--- src/rtl/raw_bayer_tx.sv ---
`default_nettype none
// ============================================================================
//  Module   : raw_bayer_tx
//  Brief    : Raw Bayer (GRBG) test-pattern frame transmitter in the CCD
//             pixel-clock domain. Emits 10-bit pixels qualified by LVAL/FVAL,
//             with column/line indices and an end-of-frame pulse.
//  Revision : 1.0 - initial release
// ============================================================================
module raw_bayer_tx #(
   parameter int H_ACTIVE = 640,
   parameter int V_ACTIVE = 480,
   parameter int H_BLANK  = 160,
   parameter int FV_LEAD  = 16,
   parameter int FV_TAIL  = 16,
   parameter int V_BLANK  = 16000
) (
   input  logic        CCD_PIXCLK,
   input  logic        RST,
   input  logic        EN,
   input  logic [1:0]  PATTERN_SEL,
   output logic [9:0]  mCCD_DATA,
   output logic        mCCD_LVAL,
   output logic        mCCD_FVAL,
   output logic [10:0] X_Cont,
   output logic [10:0] Y_Cont,
   output logic        FRAME_DONE
);

   // Timer reload values: a timed state lasting N clocks loads N-1.
   localparam logic [15:0] c_LEAD_LD  = 16'(FV_LEAD - 1);
   localparam logic [15:0] c_HBL_LD   = 16'(H_BLANK - 1);
   localparam logic [15:0] c_TAIL_LD  = 16'(FV_TAIL - 1);
   localparam logic [15:0] c_VBL_LD   = 16'(V_BLANK - 1);
   localparam logic [10:0] c_X_LAST   = 11'(H_ACTIVE - 1);
   localparam logic [10:0] c_Y_LAST   = 11'(V_ACTIVE - 1);
   localparam logic [10:0] c_BAR_LAST = 11'(H_ACTIVE / 8 - 1);

   typedef enum logic [2:0] {
      S_IDLE   = 3'd0,
      S_LEAD   = 3'd1,
      S_LINE   = 3'd2,
      S_HBLANK = 3'd3,
      S_TAIL   = 3'd4,
      S_VBLANK = 3'd5
   } state_t;

   state_t      r_state;
   state_t      w_next;
   logic        w_tload;
   logic [15:0] w_tval;
   logic        w_latch;

   logic [15:0] r_timer;
   logic [10:0] r_x;
   logic [10:0] r_y;
   logic [10:0] r_bcnt;
   logic [2:0]  r_bar;
   logic [1:0]  r_pat;
   logic        r_vb_first;

   logic        w_tzero;
   logic        w_r;
   logic        w_g;
   logic        w_b;
   logic        w_bar_on;
   logic [9:0]  w_sum;
   logic [9:0]  w_pix;
   logic        w_fv;

   assign w_tzero = (r_timer == 16'd0);

   // State register.
   always_ff @(posedge CCD_PIXCLK or posedge RST) begin
      if (RST) begin
         r_state <= S_IDLE;
      end else begin
         r_state <= w_next;
      end
   end

   // Next-state logic, timer reload requests and pattern latch strobe.
   always_comb begin
      w_next  = r_state;
      w_tload = 1'b0;
      w_tval  = 16'd0;
      w_latch = 1'b0;
      case (r_state)
         S_IDLE: begin
            if (EN) begin
               w_next  = S_LEAD;
               w_tload = 1'b1;
               w_tval  = c_LEAD_LD;
               w_latch = 1'b1;
            end
         end
         S_LEAD: begin
            if (w_tzero) begin
               w_next = S_LINE;
            end
         end
         S_LINE: begin
            if (r_x == c_X_LAST) begin
               w_next  = S_HBLANK;
               w_tload = 1'b1;
               w_tval  = c_HBL_LD;
            end
         end
         S_HBLANK: begin
            if (w_tzero) begin
               if (r_y < c_Y_LAST) begin
                  w_next = S_LINE;
               end else begin
                  w_next  = S_TAIL;
                  w_tload = 1'b1;
                  w_tval  = c_TAIL_LD;
               end
            end
         end
         S_TAIL: begin
            if (w_tzero) begin
               w_next  = S_VBLANK;
               w_tload = 1'b1;
               w_tval  = c_VBL_LD;
            end
         end
         S_VBLANK: begin
            if (w_tzero) begin
               if (EN) begin
                  w_next  = S_LEAD;
                  w_tload = 1'b1;
                  w_tval  = c_LEAD_LD;
                  w_latch = 1'b1;
               end else begin
                  w_next = S_IDLE;
               end
            end
         end
         default: begin
            w_next = S_IDLE;
         end
      endcase
   end

   // Shared down-timer for LEAD, HBLANK, TAIL and VBLANK.
   always_ff @(posedge CCD_PIXCLK or posedge RST) begin
      if (RST) begin
         r_timer <= 16'd0;
      end else if (w_tload) begin
         r_timer <= w_tval;
      end else if (!w_tzero) begin
         r_timer <= r_timer - 16'd1;
      end
   end

   // Column counter: runs across the active line, parked at 0 otherwise.
   always_ff @(posedge CCD_PIXCLK or posedge RST) begin
      if (RST) begin
         r_x <= 11'd0;
      end else if (r_state == S_LINE && w_next == S_LINE) begin
         r_x <= r_x + 11'd1;
      end else begin
         r_x <= 11'd0;
      end
   end

   // Line counter: advances at the end of each H_BLANK, cleared between frames.
   always_ff @(posedge CCD_PIXCLK or posedge RST) begin
      if (RST) begin
         r_y <= 11'd0;
      end else if (r_state == S_HBLANK && w_next == S_LINE) begin
         r_y <= r_y + 11'd1;
      end else if (w_next == S_LEAD || w_next == S_VBLANK || w_next == S_IDLE) begin
         r_y <= 11'd0;
      end
   end

   // Bar index tracking: a pixel-within-bar counter avoids a divider.
   always_ff @(posedge CCD_PIXCLK or posedge RST) begin
      if (RST) begin
         r_bcnt <= 11'd0;
         r_bar  <= 3'd0;
      end else if (r_state == S_LINE) begin
         if (r_bcnt == c_BAR_LAST) begin
            r_bcnt <= 11'd0;
            r_bar  <= r_bar + 3'd1;
         end else begin
            r_bcnt <= r_bcnt + 11'd1;
         end
      end else begin
         r_bcnt <= 11'd0;
         r_bar  <= 3'd0;
      end
   end

   // Pattern select is captured only when a frame starts.
   always_ff @(posedge CCD_PIXCLK or posedge RST) begin
      if (RST) begin
         r_pat <= 2'd0;
      end else if (w_latch) begin
         r_pat <= PATTERN_SEL;
      end
   end

   // Marks the first VBLANK cycle so the end-of-frame pulse lines up with FVAL.
   always_ff @(posedge CCD_PIXCLK or posedge RST) begin
      if (RST) begin
         r_vb_first <= 1'b0;
      end else begin
         r_vb_first <= (r_state == S_TAIL) && (w_next == S_VBLANK);
      end
   end

   // Pixel value for the current (x, y) with GRBG re-mosaic of the colour bars.
   always_comb begin
      w_r = ~r_bar[1];
      w_g = ~r_bar[2];
      w_b = ~r_bar[0];
      if (!r_y[0]) begin
         w_bar_on = r_x[0] ? w_r : w_g;
      end else begin
         w_bar_on = r_x[0] ? w_g : w_b;
      end
      w_sum = r_x[9:0] + r_y[9:0];
      case (r_pat)
         2'd0:    w_pix = w_bar_on ? 10'h3FF : 10'h000;
         2'd1:    w_pix = w_sum;
         2'd2:    w_pix = (r_x[4] ^ r_y[4]) ? 10'h3FF : 10'h000;
         default: w_pix = 10'h200;
      endcase
   end

   assign w_fv = (r_state != S_IDLE) && (r_state != S_VBLANK);

   // Output registers: every output is taken from the same state snapshot.
   always_ff @(posedge CCD_PIXCLK or posedge RST) begin
      if (RST) begin
         mCCD_FVAL  <= 1'b0;
         mCCD_LVAL  <= 1'b0;
         mCCD_DATA  <= 10'd0;
         X_Cont     <= 11'd0;
         Y_Cont     <= 11'd0;
         FRAME_DONE <= 1'b0;
      end else begin
         mCCD_FVAL  <= w_fv;
         mCCD_LVAL  <= (r_state == S_LINE);
         mCCD_DATA  <= (r_state == S_LINE) ? w_pix : 10'd0;
         X_Cont     <= (r_state == S_LINE) ? r_x : 11'd0;
         Y_Cont     <= w_fv ? r_y : 11'd0;
         FRAME_DONE <= r_vb_first;
      end
   end

endmodule
`default_nettype wire

--- config.mk ---
export PLATFORM = sky130hd
export DESIGN_NAME = raw_bayer_tx
export DESIGN_NICKNAME = d
export VERILOG_FILES = /design/src/rtl/raw_bayer_tx.sv
export SDC_FILE = /design/constraint.sdc
export NUM_CORES = 1
export LEC_CHECK = 0
export BUFFER_PORTS_ARGS = -buffer_cell sky130_fd_sc_hd__buf_4
export CORE_MARGIN = 5
export CORE_UTILIZATION = 27
export CTS_CLUSTER_DIAMETER = 40
export CTS_CLUSTER_SIZE = 28
export DETAILED_ROUTE_END_ITERATION = 12
export GPL_ROUTABILITY_DRIVEN = 0
export HOLD_SLACK_MARGIN = 0.08
export MAX_ROUTING_LAYER = met4
export PLACE_DENSITY = 0.39
export SLEW_MARGIN = 20
export SYNTH_ARGS = -nofsm -noshare
export SYNTH_HDL_FRONTEND = slang
export SYNTH_SLANG_ARGS = --single-unit
export TNS_END_PERCENT = 1
--- constraint.sdc ---
create_clock -name CCD_PIXCLK -period 3.5 [get_ports CCD_PIXCLK]
set_input_delay 0.175 -clock CCD_PIXCLK [delete_from_list [all_inputs] [get_ports CCD_PIXCLK]]
set_output_delay 0.175 -clock CCD_PIXCLK [all_outputs]
set_load 0.01 [all_outputs]
# Word-level counts from Yosys, hierarchy flattened
# Index checks and enable logic that the tools add are counted.
totals:
  regBits: 93
  out_inout_bits: 35
  elab_cells: 94
op_classes:
  n_addsub: 6
  order_cmp: 1
  n_eq_ne: 15
  muxes: 42
  bitwise: 4
  reduce_logical: 12
op_table:
  columns: ["operator", "n"]
  rows:
  - ["$mux 11", 7]
  - ["$pmux 14 s5", 1]
  - ["$add 11x1->11 const B", 3]
  - ["$mux 16", 2]
  - ["$mux 10", 3]
  - ["$pmux 10 s3", 1]
  - ["$mux 3", 9]
  - ["$pmux 3 s6", 1]
  - ["$logic_not 16->1", 1]
  - ["$mux 4", 4]
  - ["$sub 16x1->16 const B", 1]
  - ["$mux 14", 1]
  - ["$eq 11x10->1 const B", 1]
  - ["$eq 11x7->1 const B", 1]
  - ["$lt 11x9->1 const B", 1]
  - ["$add 10x10->10", 1]
  - ["$mux 1", 10]
  - ["$eq 3x2->1 const B", 3]
  - ["$eq 3x3->1 const B", 3]
  - ["$mux 8", 1]
  - ["$eq 3x1->1 const B", 2]
  - ["$logic_not 3->1", 2]
  - ["$pmux 1 s5", 1]
  - ["$logic_and 1x1->1", 4]
  - ["12 further kinds", 16]

# Depth between registers and ports, before layout
# Gate-level depths: netlist of run 1.
depth:
  ltp_word: 9
  depth_mapped: 10
  mapped_depth_nobuf: 9

# Least setup slack after synthesis of run 1
# OpenSTA, ideal clock, no wires.
synth_path:
  path_type: "reg2reg"
  startpoint: "reg r_timer[0]"
  endpoint: "reg r_y[7]"
  setup_time_ns: 0.119
  t_arrival_ns: 2.017
  required_time_ns: 3.381
  slack_ns: 1.365
  stages_incl_launch_ff: 11
  synth_period_minus_slack_ns: 2.135
  path_cell_list: "dfrtp_1 -> inv_1 -> ha_1 -> nor4b_4 -> and4_1 -> buf_2 -> nand3_1 -> o211a_1 -> buf_2 -> a211o_1 -> o21a_1"
synth_via:
  elab_chain_len: 7
  elab_cells_between_ends: 15
  classes_between: "eq/ne: 3; mux: 6; reduce/logical: 6"
synth_lines:
  columns: ["element", "line", "text"]
  rows:
  - ["start, declared", "53", "logic [15:0] r_timer;"]
  - ["start signal, assigned", "149", "r_timer <= w_tval;"]
  - ["start signal, assigned", "151", "r_timer <= r_timer - 16'd1;"]
  - ["$logic_not 16->1 *", "70", "assign w_tzero = (r_timer == 16'd0);"]
  - ["$mux 3 (on tied branches)", null, null]
  - ["$pmux 3 s6 *", "87", "case (r_state)"]
  - ["$eq 3x1->1 or $eq 3x3->1 (tied branches)", "172", "end else if (w_next == S_LEAD || w_next == S_VBLANK || w_next == S_IDLE) begin"]
  - ["$logic_or 1x1->1 (2 in a row)", "172", null]
  - ["$reduce_bool 2->1 (no source line)", null, null]
  - ["end signal, assigned", "171", "r_y <= r_y + 11'd1;"]
  - ["end, declared", "55", "logic [10:0] r_y;"]
# Every way passes the cells marked *; elsewhere a longest branch is shown, timed or not.
# A chain may end at the register's enable or synchronous reset.

# Worst setup path after layout of run 1
# Ends and elaborated chain as after synthesis.

==> impl_summary.md, run 1 <==
Status
The flow ran to the end, and the final reports show no timing, DRC or antenna violations.

Detailed routing
The remaining antenna violation count is 0. In the final routed layout, each cell accounts on average for 15.47 um. The final layout contains routed wiring with a total length of 10,970 um.

The detailed router finished its first iteration with 161 violations. The residual DRC count is 0. The total vias in the final route is 3,290. The length of the first detailed-routing pass in iterations is 4. The detailed-route vias per instance is 4.640.

Synthesis
Counting flops and latches in the post-synthesis netlist gives 93. Yosys printed 0 warnings. The cell taking the most area after synthesis is sky130_fd_sc_hd__dfrtp_1. Dividing the synthesized area by the synthesized cell count gives 10.32 um^2. Of the total synthesized cell area, the portion taken by full adders, half adders and majority gates is 0.04317. The area of the mapped netlist is 0.004522 mm^2. Of the total synthesized cell area, the portion taken by XOR and XNOR cells is 0.07554. The compound-gate portion of the synthesized area is 0.09685. The share of synthesized area in the top cell type comes to 0.5147. Ranked by total cell area, the synthesized netlist is headed by sky130_fd_sc_hd__dfrtp_1 (51%), sky130_fd_sc_hd__nor2_1 (5.0%), sky130_fd_sc_hd__ha_1 (3.9%).

The unique cell type count in the Yosys netlist is 55. Of the synthesized area, sequential elements account for 0.5147. The portion of netlist area occupied by mux cells is 0.01854. The dominant register cell in the synthesized netlist is sky130_fd_sc_hd__dfrtp_1. The number of nets handed over by synthesis was 458.

The area fraction in and, or, nand and nor cells after synthesis is 0.2308. Yosys mapped a number of flops with a built-in enable equal to 0. Synthesis produced a netlist whose cell count is 438. The share of async-settable or async-resettable flops after synthesis is 1.000. The main combinational cell family by area after synthesis is simple AND/OR/NAND/NOR gates.

Die
The overall die width is 139.4 um. The die covers 0.01944 mm^2. The die is 139.4 um tall.

For this configuration, the core starts out at a cell density of 0.2736. Pin placement for this block handled 40 I/O pins. In this run the core area contains 47 standard-cell rows. The total area inside the core boundary comes to 0.01652 mm^2.

STA
The minimum setup slack in the final design is 1.076 ns. After routing, the total negative slack on setup checks comes to 0 ns. The hold slack is 0.3625 ns. The worst clock skew on the final layout is 0.007369 ns. The highest clock rate is 412.6 MHz.

The part of the cycle the worst path needs is 0.6925. The number of max-slew violations in the final report came to 0. The final hold violation count is 0. The relative max-transition margin is 0.4241. The clock period could shrink to 2.424 ns. The number of endpoints failing setup at the final stage is 0.

The slew of the pin with the lowest slew margin is 0.8607 ns. Setup repair after global routing left no endpoint under its margin.

Job
The number of max-cap violations is 0.

Global route
In the global route stage, overall resource usage came out at 0.1208. After global routing the overflow that remains totals 0. The wire length of the first global-routing pass is 18,220 um. For this run, global-route usage on met1 was measured as 0.1596. In the global route stage, met2 resource usage came out at 0.1832. The via count of the first global-routing pass was 3,407. The number of antenna violations at the first check in global routing is 0. The maximum number of pins on one net before global-route repair is 65. The highest-utilization routing layer at the global route stage is met2. For met3 alone, demand over resource in global routing was 0.02333.

Clock tree
The number of sinks handled by clock tree synthesis is 93. The number of setup buffers added after CTS is 0. After clock tree synthesis, the clock-pin slew on the worst setup and hold paths is 0.07 ns. The post-cts hold buffer count is 3. The H-tree was split into 3 levels. The number of instances resized during post-cts repair is 0. In this run the clock root is driven by a sky130_fd_sc_hd__clkbuf_16. The number of clock buffers inserted by TritonCTS is 9.

The clock insertion delay at the later pin of the skew report is 0.35 ns. The CTS tree is built. The clock passes through at most 2 buffers.

Place
Port buffering added 39 buffers. Prior to clock tree synthesis, the placed netlist has a worst setup slack of 1.084 ns. The estimated wirelength of the detail-placed design is 7819 um.

Final layout
Counting the fill cells in the layout gives 1,682. The number of antenna diodes in the final layout is 0. The post-route core utilization is 0.3312.

Compared with the post-synthesis result, the final layout area differs by 21.03%. In the final layout, the share of cells above drive strength 1 is 0.1513. Registers take 0.002327 mm^2.

The multi-input combinational cells in the finished layout cover a total of 0.002102 mm^2. At the end of the flow, the number of nets in the layout was 504.

Min path
The tightest min-delay check is of the primary input to register type. The worst hold path was traced through 4 stages.

Pwr
The worst voltage drop across the vdd grid is 0.2317 mV. The leakage power total is 2.553 nW. Power spread over the standard cell area amounts to 415.8 mW/mm^2.

Setup path
The endpoint required time on the critical path is 3.74 ns. Walking the worst path, the cells encountered are inv_1 -> ha_1 -> nor4b_4 -> and4_1 -> nand3_1 -> o211a_1 -> a211o_1 -> o21a_1. By startpoint and endpoint, the worst setup path is classified as register to register. The delay contributed by the slowest stage of the critical path is 0.45 ns. The worst setup path is launched from a register. The largest driver fanout on the critical path is 10.

The worst setup path is captured at a register. The critical path arrival is 2.66 ns. The path depth of the worst reg2reg path is 8.

The critical-path cell with the highest stage delay is sky130_fd_sc_hd__and4_1.
-- power breakdown --
part	total, W	leakage (nW)	internal [W]	switching [W]
sequential	0.00107	1.24	0.00107	0
combinational	0.0000308	1.13	0.00000703	0.0000237
clock	0.00117	0.176	0.000757	0.000413
total	0.00228	2.55	0.00184	0.000436
-- stage by stage --
stage / power (W) / instances / area (um^2)
after global routing: 0.002367 / 709 / 5473
after detailed placement: 0.001126 / 690 / 5082
after floorplan: 0.001111 / 438 / 4522
after global placement: 0.001125 / 690 / 5082
final: 0.002275 / 709 / 5473
after CTS: 0.002320 / 709 / 5473
-- routing by layer --
metal  vias up  wire length (um)
met2        56              4981
met1      1600              5486
li1       1617                 -
met4         0               221
met3        17               282
met5         -                 0
-- worst paths after layout --
check | startpoint | endpoint | slack (ns)
worst min-delay path | EN | r_timer[10]$_DFFE_PP0P_ | 0.36
worst max register to register | r_timer[0]$_DFFE_PP0P_ | r_y[7]$_DFFE_PP0P_ | 1.08
worst min register to register | r_vb_first$_DFF_PP0_ | FRAME_DONE$_DFF_PP0_ | 0.36
max in group asynchronous | RST | r_bcnt[2]$_DFF_PP0_ | 2.17
min in group asynchronous | RST | X_Cont[10]$_DFF_PP0_ | 0.56
worst max-delay path | r_timer[0]$_DFFE_PP0P_ | r_y[7]$_DFFE_PP0P_ | 1.08
-- cells by family (layout without fill, tap and decap cells) --
kind of cell	Yosys count	after routing
adder cells (fa/ha/maj)	15	15
AND/OR/NAND/NOR	193	193
AO/OA/AOI/OAI	66	66
flip-flops	93	93
XOR/XNOR	39	39
buffers and inverters	24	75
multiplexers	8	8
-- sequential cells by signal (all words and copies together) (netlist names), 2 cells and up --
signal and cells:
r_timer 16, r_state 3, X_Cont 11, mCCD_DATA 10, r_bcnt 11, Y_Cont 11
r_bar 3, r_pat 2, r_y 11, r_x 11
-- cells in the final DEF (no fill, tap or decap), drive strengths merged, types with 2 or more instances in the layout --
master,Yosys,layout
mux2,3,3
a21o,3,3
and2,7,7
dlygate4sd3,0,3
inv,11,11
nor2,60,60
nand3b,2,2
o21a,4,4
xnor2,20,20
a21oi,12,12
or3,5,5
nand4,4,4
nor4b,4,4
nand2,25,25
and3,25,25
and4,2,2
a211oi,3,3
nor3,10,10
nand2b,6,6
a22o,2,2
dfrtp,93,93
buf,2,44
mux2i,5,5
clkbuf,10,13
nand4b,2,2
a211o,3,3
a31oi,3,3
nor2b,13,13
o22a,3,3
o41ai,2,2
nor4,6,6
ha,14,14
bufinv,0,3
nand3,18,18
o21ai,20,20
o31ai,3,3
xor2,19,19
or2,3,3
-- synthesized netlist by cell type (5+ instances only) --
cell type,n
sky130_fd_sc_hd__nand2_1,25
sky130_fd_sc_hd__o21ai_0,19
sky130_fd_sc_hd__xnor2_1,20
sky130_fd_sc_hd__ha_1,14
sky130_fd_sc_hd__and3_1,24
sky130_fd_sc_hd__xor2_1,19
sky130_fd_sc_hd__clkbuf_1,10
sky130_fd_sc_hd__nand2b_1,6
sky130_fd_sc_hd__and2_1,7
sky130_fd_sc_hd__mux2i_1,5
sky130_fd_sc_hd__nor2b_1,13
sky130_fd_sc_hd__nor4_1,5
sky130_fd_sc_hd__nand3_1,18
sky130_fd_sc_hd__nor2_1,60
sky130_fd_sc_hd__inv_1,11
sky130_fd_sc_hd__a21oi_1,12
sky130_fd_sc_hd__dfrtp_1,93
sky130_fd_sc_hd__nor3_1,10
-- layout make-up --
cell class | instances | area share
Sequential cell | 93 | 0.4252
Multi-Input combinational cell | 321 | 0.3841
Timing Repair Buffer | 47 | 0.06584
Tap cell | 220 | 0.05030
Clock buffer | 13 | 0.04938
Clock inverter | 3 | 0.01646
Inverter | 12 | 0.008688
-- critical path: cells and delay by family (launching register included) --
kind | cells | cell delay (ns)
AO/OA/AOI/OAI | 3 | 0.73
adder cells (fa/ha/maj) | 1 | 0.21
buffers and inverters | 1 | 0.09
flip-flops | 1 | 0.43
AND/OR/NAND/NOR | 3 | 0.85
Note: power is estimated with default switching activity, not from simulation.
==> inputs of run 2 (changes only) <==
--- a/config.mk
+++ b/config.mk
@@ -5,6 +5,7 @@
 export SDC_FILE = /design/constraint.sdc
 export NUM_CORES = 1
 export LEC_CHECK = 0
+export ABC_AREA = 1
 export BUFFER_PORTS_ARGS = -buffer_cell sky130_fd_sc_hd__buf_4
 export CORE_MARGIN = 5
 export CORE_UTILIZATION = 27
==> constraint.sdc (replaced) <==
create_clock -name CCD_PIXCLK -period 2.4 [get_ports CCD_PIXCLK]
set_input_delay 0.12 -clock CCD_PIXCLK [delete_from_list [all_inputs] [get_ports CCD_PIXCLK]]
set_output_delay 0.12 -clock CCD_PIXCLK [all_outputs]
set_load 0.01 [all_outputs]
==> run 2 against run 1 <==
  * First-iteration DRC count decreased by 9.3%
  * Setup slack got worse by 0.86 ns
  * Via count increased by 12%
  * Routed wire length increased by 1.1%
  * Critical endpoint is now r_x[9]$_DFF_PP0_
  * Largest cell class unchanged
  * Largest power group is now sequential cells
  * Highest routed layer unchanged
==> impl_summary.md, run 2 <==
Synthesis
The number of nets in the synthesized netlist is 573 (was 458). The portion of netlist area occupied by mux cells is 0 (was 0.01854). Most frequent cells after synthesis: sky130_fd_sc_hd__dfrtp_1 (93), sky130_fd_sc_hd__nand2_1 (79), sky130_fd_sc_hd__inv_1 (77) (was sky130_fd_sc_hd__dfrtp_1 (93), sky130_fd_sc_hd__nor2_1 (60), sky130_fd_sc_hd__nand2_1 (25)). The sequential area share after synthesis is 0.4940 (was 0.5147). The compound-gate portion of the synthesized area is 0.08393 (was 0.09685). The number of storage elements in the synthesis netlist is 93 (unchanged). The cell taking the most area after synthesis is sky130_fd_sc_hd__dfrtp_1 (unchanged). The main combinational cell family by area after synthesis is simple AND/OR/NAND/NOR gates (unchanged). The leading cell type by number of instances after synthesis was sky130_fd_sc_hd__dfrtp_1 (unchanged).

The unique cell type count in the Yosys netlist came to 36 (was 55). The post-synthesis share of cell area spent on full adders, half adders and majority gates was 0.04143 (was 0.04317). The share of async-settable or async-resettable flops after synthesis is 1.000 (unchanged). The dominant register cell in the synthesized netlist is sky130_fd_sc_hd__dfrtp_1 (unchanged). The synthesis warning total is 0 (unchanged).

The area share of the largest cell type after synthesis was 0.4940 (was 0.5147). The gate count after technology mapping is 553 (was 438). Top cells by area, synth: sky130_fd_sc_hd__dfrtp_1 (49%), sky130_fd_sc_hd__nand2_1 (6.3%), sky130_fd_sc_hd__inv_1 (6.1%) (was sky130_fd_sc_hd__dfrtp_1 (51%), sky130_fd_sc_hd__nor2_1 (5.0%), sky130_fd_sc_hd__ha_1 (3.9%)).

The share of the synthesized netlist area taken by xor and xnor gates came to 0.03904 (was 0.07554). The area fraction in and, or, nand and nor cells after synthesis is 0.2653 (was 0.2308). The average size of a mapped cell is 8.519 um^2 (was 10.32 um^2).

The number of flops mapped to enable cells by yosys is 0 (unchanged). The area of the mapped netlist is 0.004711 mm^2 (was 0.004522 mm^2).

Global route
The via count of the first global-routing pass is 3,679 (was 3,407). The maximum number of pins on one net before global-route repair is 44 (was 65). The number of antenna violations at the first check in global routing is 0 (unchanged).

The combined global-route utilization of all metal layers was 0.1211 (was 0.1208). The wire length of the first global-routing pass was 18,820 um (was 18,220 um). The final global-route overflow total is 0 (unchanged).

Detailed routing
The length of the first detailed-routing pass in iterations is 4 (unchanged). The remaining antenna violation count is 0 (unchanged). The count of routing violations after the opening detailed-route iteration was 146 (was 161). The total vias in the final route is 3,689 (was 3,290).

The residual DRC count was 0 (unchanged). The routed length per placed instance is 13.27 um (was 15.47 um). The detailed-route vias per instance is 4.413 (was 4.640). The aggregate routed wire length is 11,090 um (was 10,970 um).

Pwr
The leakage power total came to 2.647 nW (was 2.553 nW). The cell-internal power is 0.002391 W (was 0.001839 W). The power density of the placed cells came to 540.4 mW/mm^2 (was 415.8 mW/mm^2). The power consumption was 0.003044 W (was 0.002275 W). The proportion of power drawn by the clock network came to 0.470 (was 0.514). The switching power of the nets was 0.0006530 W (was 0.0004365 W). The logic gate share of total power is 0.015 (was 0.014). The sequential share of power came to 0.515 (was 0.472). The switching share of power is 0.2145 (was 0.1918). The worst voltage drop across the vdd grid is 0.3235 mV (was 0.2317 mV).

Final layout
The fraction of final layout cells with drive strength greater than 1 is 0.1538 (was 0.1513). The filler cell count came to 1,783 (was 1,682). The number of flip-flops under the largest register name is 16 (unchanged).

The number of nets in the finished design came to 626 (was 504). The non-filler instance count after layout is 836 (was 709). The area growth from synthesis to layout came to 19.57% (was 21.03%). The most common library cell in the layout ignoring fill and taps is sky130_fd_sc_hd__dfrtp_1 (unchanged).

The register name with the most flops is r_timer (unchanged). Most frequent cells in the layout: sky130_fd_sc_hd__dfrtp_1 (93), sky130_fd_sc_hd__nand2_1 (79), sky130_fd_sc_hd__inv_1 (76) (was sky130_fd_sc_hd__dfrtp_1 (93), sky130_fd_sc_hd__nor2_1 (60), sky130_fd_sc_hd__buf_4 (44)). The number of antenna cells inserted is 0 (unchanged).

STA
The part of the cycle the worst path needs is 0.9083 (was 0.6925). The number of endpoints failing setup at the final stage is 0 (unchanged). The hold slack is 0.1703 ns (was 0.3625 ns).

The final hold violation count is 0 (unchanged). The minimum setup slack in the final design was 0.2202 ns (was 1.076 ns). The worst clock skew on the final layout is 0.007942 ns (was 0.007369 ns).

The relative max-transition margin is 0.5420 (was 0.4241). RSZ-0062 raised after global routing: no (unchanged). The sum of negative setup slack is 0 ns (unchanged). The minimum period implied by the final worst setup slack is 2.180 ns (was 2.424 ns). The number of max-slew violations in the final report is 0 (unchanged). The highest clock rate is 458.8 MHz (was 412.6 MHz). The slew of the pin with the lowest slew margin came to 0.6856 ns (was 0.8607 ns).

Clock tree
The clock insertion delay at the later pin of the skew report is 0.35 ns (about the same). The number of sinks handled by clock tree synthesis is 93 (unchanged). The CTS tree is built (unchanged). The number of setup buffers added after CTS is 0 (unchanged). The buffer type at the clock tree root was sky130_fd_sc_hd__clkbuf_16 (unchanged). The total number of H-tree levels came to 3 (unchanged). The clock-pin slew of the registers on the worst-case setup and hold paths came to 0.07 ns (about the same). The worst-case clock buffer depth is 2 (unchanged). The number of clock buffers inserted by TritonCTS was 9 (unchanged).

Setup path
The path depth of the worst reg2reg path was 10 (was 8). The kind of start point of the critical path was a register (unchanged). The worst setup slack for register-to-register paths is 0.22 ns (was 1.08 ns).

The largest driver fanout on the critical path is 12 (was 10). The kind of critical path is register to register (unchanged). The delay contributed by the slowest stage of the critical path is 0.46 ns (was 0.45 ns). The critical path arrival came to 2.46 ns (was 2.66 ns). The cell that appears most often on the critical path is sky130_fd_sc_hd__nand2_2. The launch instance of the worst register-to-register path is r_x[0]$_DFF_PP0_ (was r_timer[0]$_DFFE_PP0P_).

The endpoint required time on the critical path was 2.68 ns (was 3.74 ns). CP Cell Sequence: ha_1 -> nand4_1 -> nor2_1 -> nand3_1 -> nand2_2 -> nor2_4 -> nand2_2 -> nor2_4 -> nand2_2 -> nor2_1 (was inv_1 -> ha_1 -> nor4b_4 -> and4_1 -> nand3_1 -> o211a_1 -> a211o_1 -> o21a_1). The endpoint type of the worst setup path is a register (unchanged). The critical-path cell with the highest stage delay was sky130_fd_sc_hd__dfrtp_1 (was sky130_fd_sc_hd__and4_1).

The worst reg2reg path endpoint is r_x[9]$_DFF_PP0_ (was r_y[7]$_DFFE_PP0P_).

Die
The row count is 48 (was 47). The area of the die is 0.02019 mm^2 (was 0.01944 mm^2). The core area is 0.01724 mm^2 (was 0.01652 mm^2). The starting density of the core is 0.2733 (was 0.2736). The die boundary height was 142.1 um (was 139.4 um). The number of placed I/O pins is 40 (unchanged). The overall die width came to 142.1 um (was 139.4 um).

Min path
The start point of the worst hold path is EN (unchanged). The hold-critical path endpoint is r_pat[0]$_DFFE_PP0P_ (was r_timer[10]$_DFFE_PP0P_). The class of the worst hold path is primary input to register (unchanged). The hold-critical path depth came to 4 (unchanged).

Place
The post-placement cell count was 817 (was 690). The estimated wirelength of the detail-placed design is 8348 um (was 7819 um). The worst slack at placement is 0.1615 ns (was 1.084 ns). The count of port buffers added during placement is 39 (unchanged).

Job
The number of max-cap violations is 0 (unchanged).

Status
Run status: finished clean (unchanged).
run 2: cell families after synthesis:
logic type,Yosys count
buffers and inverters,91
and+or+nand+nor,260
DFF,93
AOI/OAI and AO/OA,73
adders and majority gates,15
xor gates and xnor gates,21
run 2: per-stage QoR:
step / util / cell area [um^2]
finish: 0.3268 / 5633
global route: 0.3268 / 5633
CTS: 0.3268 / 5633
detailed placement: 0.3081 / 5310
global placement: 0.3081 / 5310
floorplan: - / 4715
run 2: critical path: cells and delay by family, from the launching register on:
kind | cells | cell delay [ns]
adder cells (fa/ha/maj) | 1 | 0.26
flip-flops | 1 | 0.46
AND/OR/NAND/NOR | 9 | 1.40
run 2: area by class of cell:
cell class,count,area [um^2],share of cell area
Timing Repair Buffer,49,387.9,0.06886
Clock buffer,11,232.7,0.04131
Clock inverter,5,60.06,0.01066
Sequential cell,93,2327,0.4131
Inverter,84,319.1,0.05664
Multi-Input combinational cell,369,2024,0.3594
Tap cell,225,281.5,0.04998
run 2: worst max-delay path by stage:
| stage | from | end | slack, ns |
|---|---|---|---|
| 2_1_floorplan | r_x[0]$_DFF_PP0_ | mCCD_DATA[6]$_DFF_PP0_ | 0.60 |
| 3_3_place_gp | r_x[0]$_DFF_PP0_ | r_x[5]$_DFF_PP0_ | 0.26 |
| 3_5_place_dp | r_x[0]$_DFF_PP0_ | r_x[9]$_DFF_PP0_ | 0.16 |
| 4_1_cts | r_x[0]$_DFF_PP0_ | r_x[9]$_DFF_PP0_ | 0.16 |
| 5_1_grt | r_x[0]$_DFF_PP0_ | r_x[1]$_DFF_PP0_ | 0.008 |
| 6_report | r_x[0]$_DFF_PP0_ | r_x[9]$_DFF_PP0_ | 0.22 |
run 2: power by group through the flow:
stage               Sequential, W  Clock, W  Combinational [W]
floorplan                 0.00160         0          0.0000235
global placement          0.00160         0          0.0000457
detailed placement        0.00160         0          0.0000464
CTS                       0.00157   0.00150          0.0000504
global route              0.00157   0.00155          0.0000562
finish                    0.00157   0.00143          0.0000459
run 2: per-layer routing:
| metal | GRT usage | wire (um) |
|---|---|---|
| met2 | 0.1861 | 5128 |
| met1 | 0.1552 | 5360 |
| met5 | - | 0 |
| met4 | 0.05556 | 263 |
| met3 | 0.02251 | 340 |
run 2: what timing repair did:
action | in CTS | in global routing
endpoints found under the setup margin | 0 | 0
resized for setup | 0 | 0
hold buffers | 3 | 0
hold endpoints to repair | 31 | 0
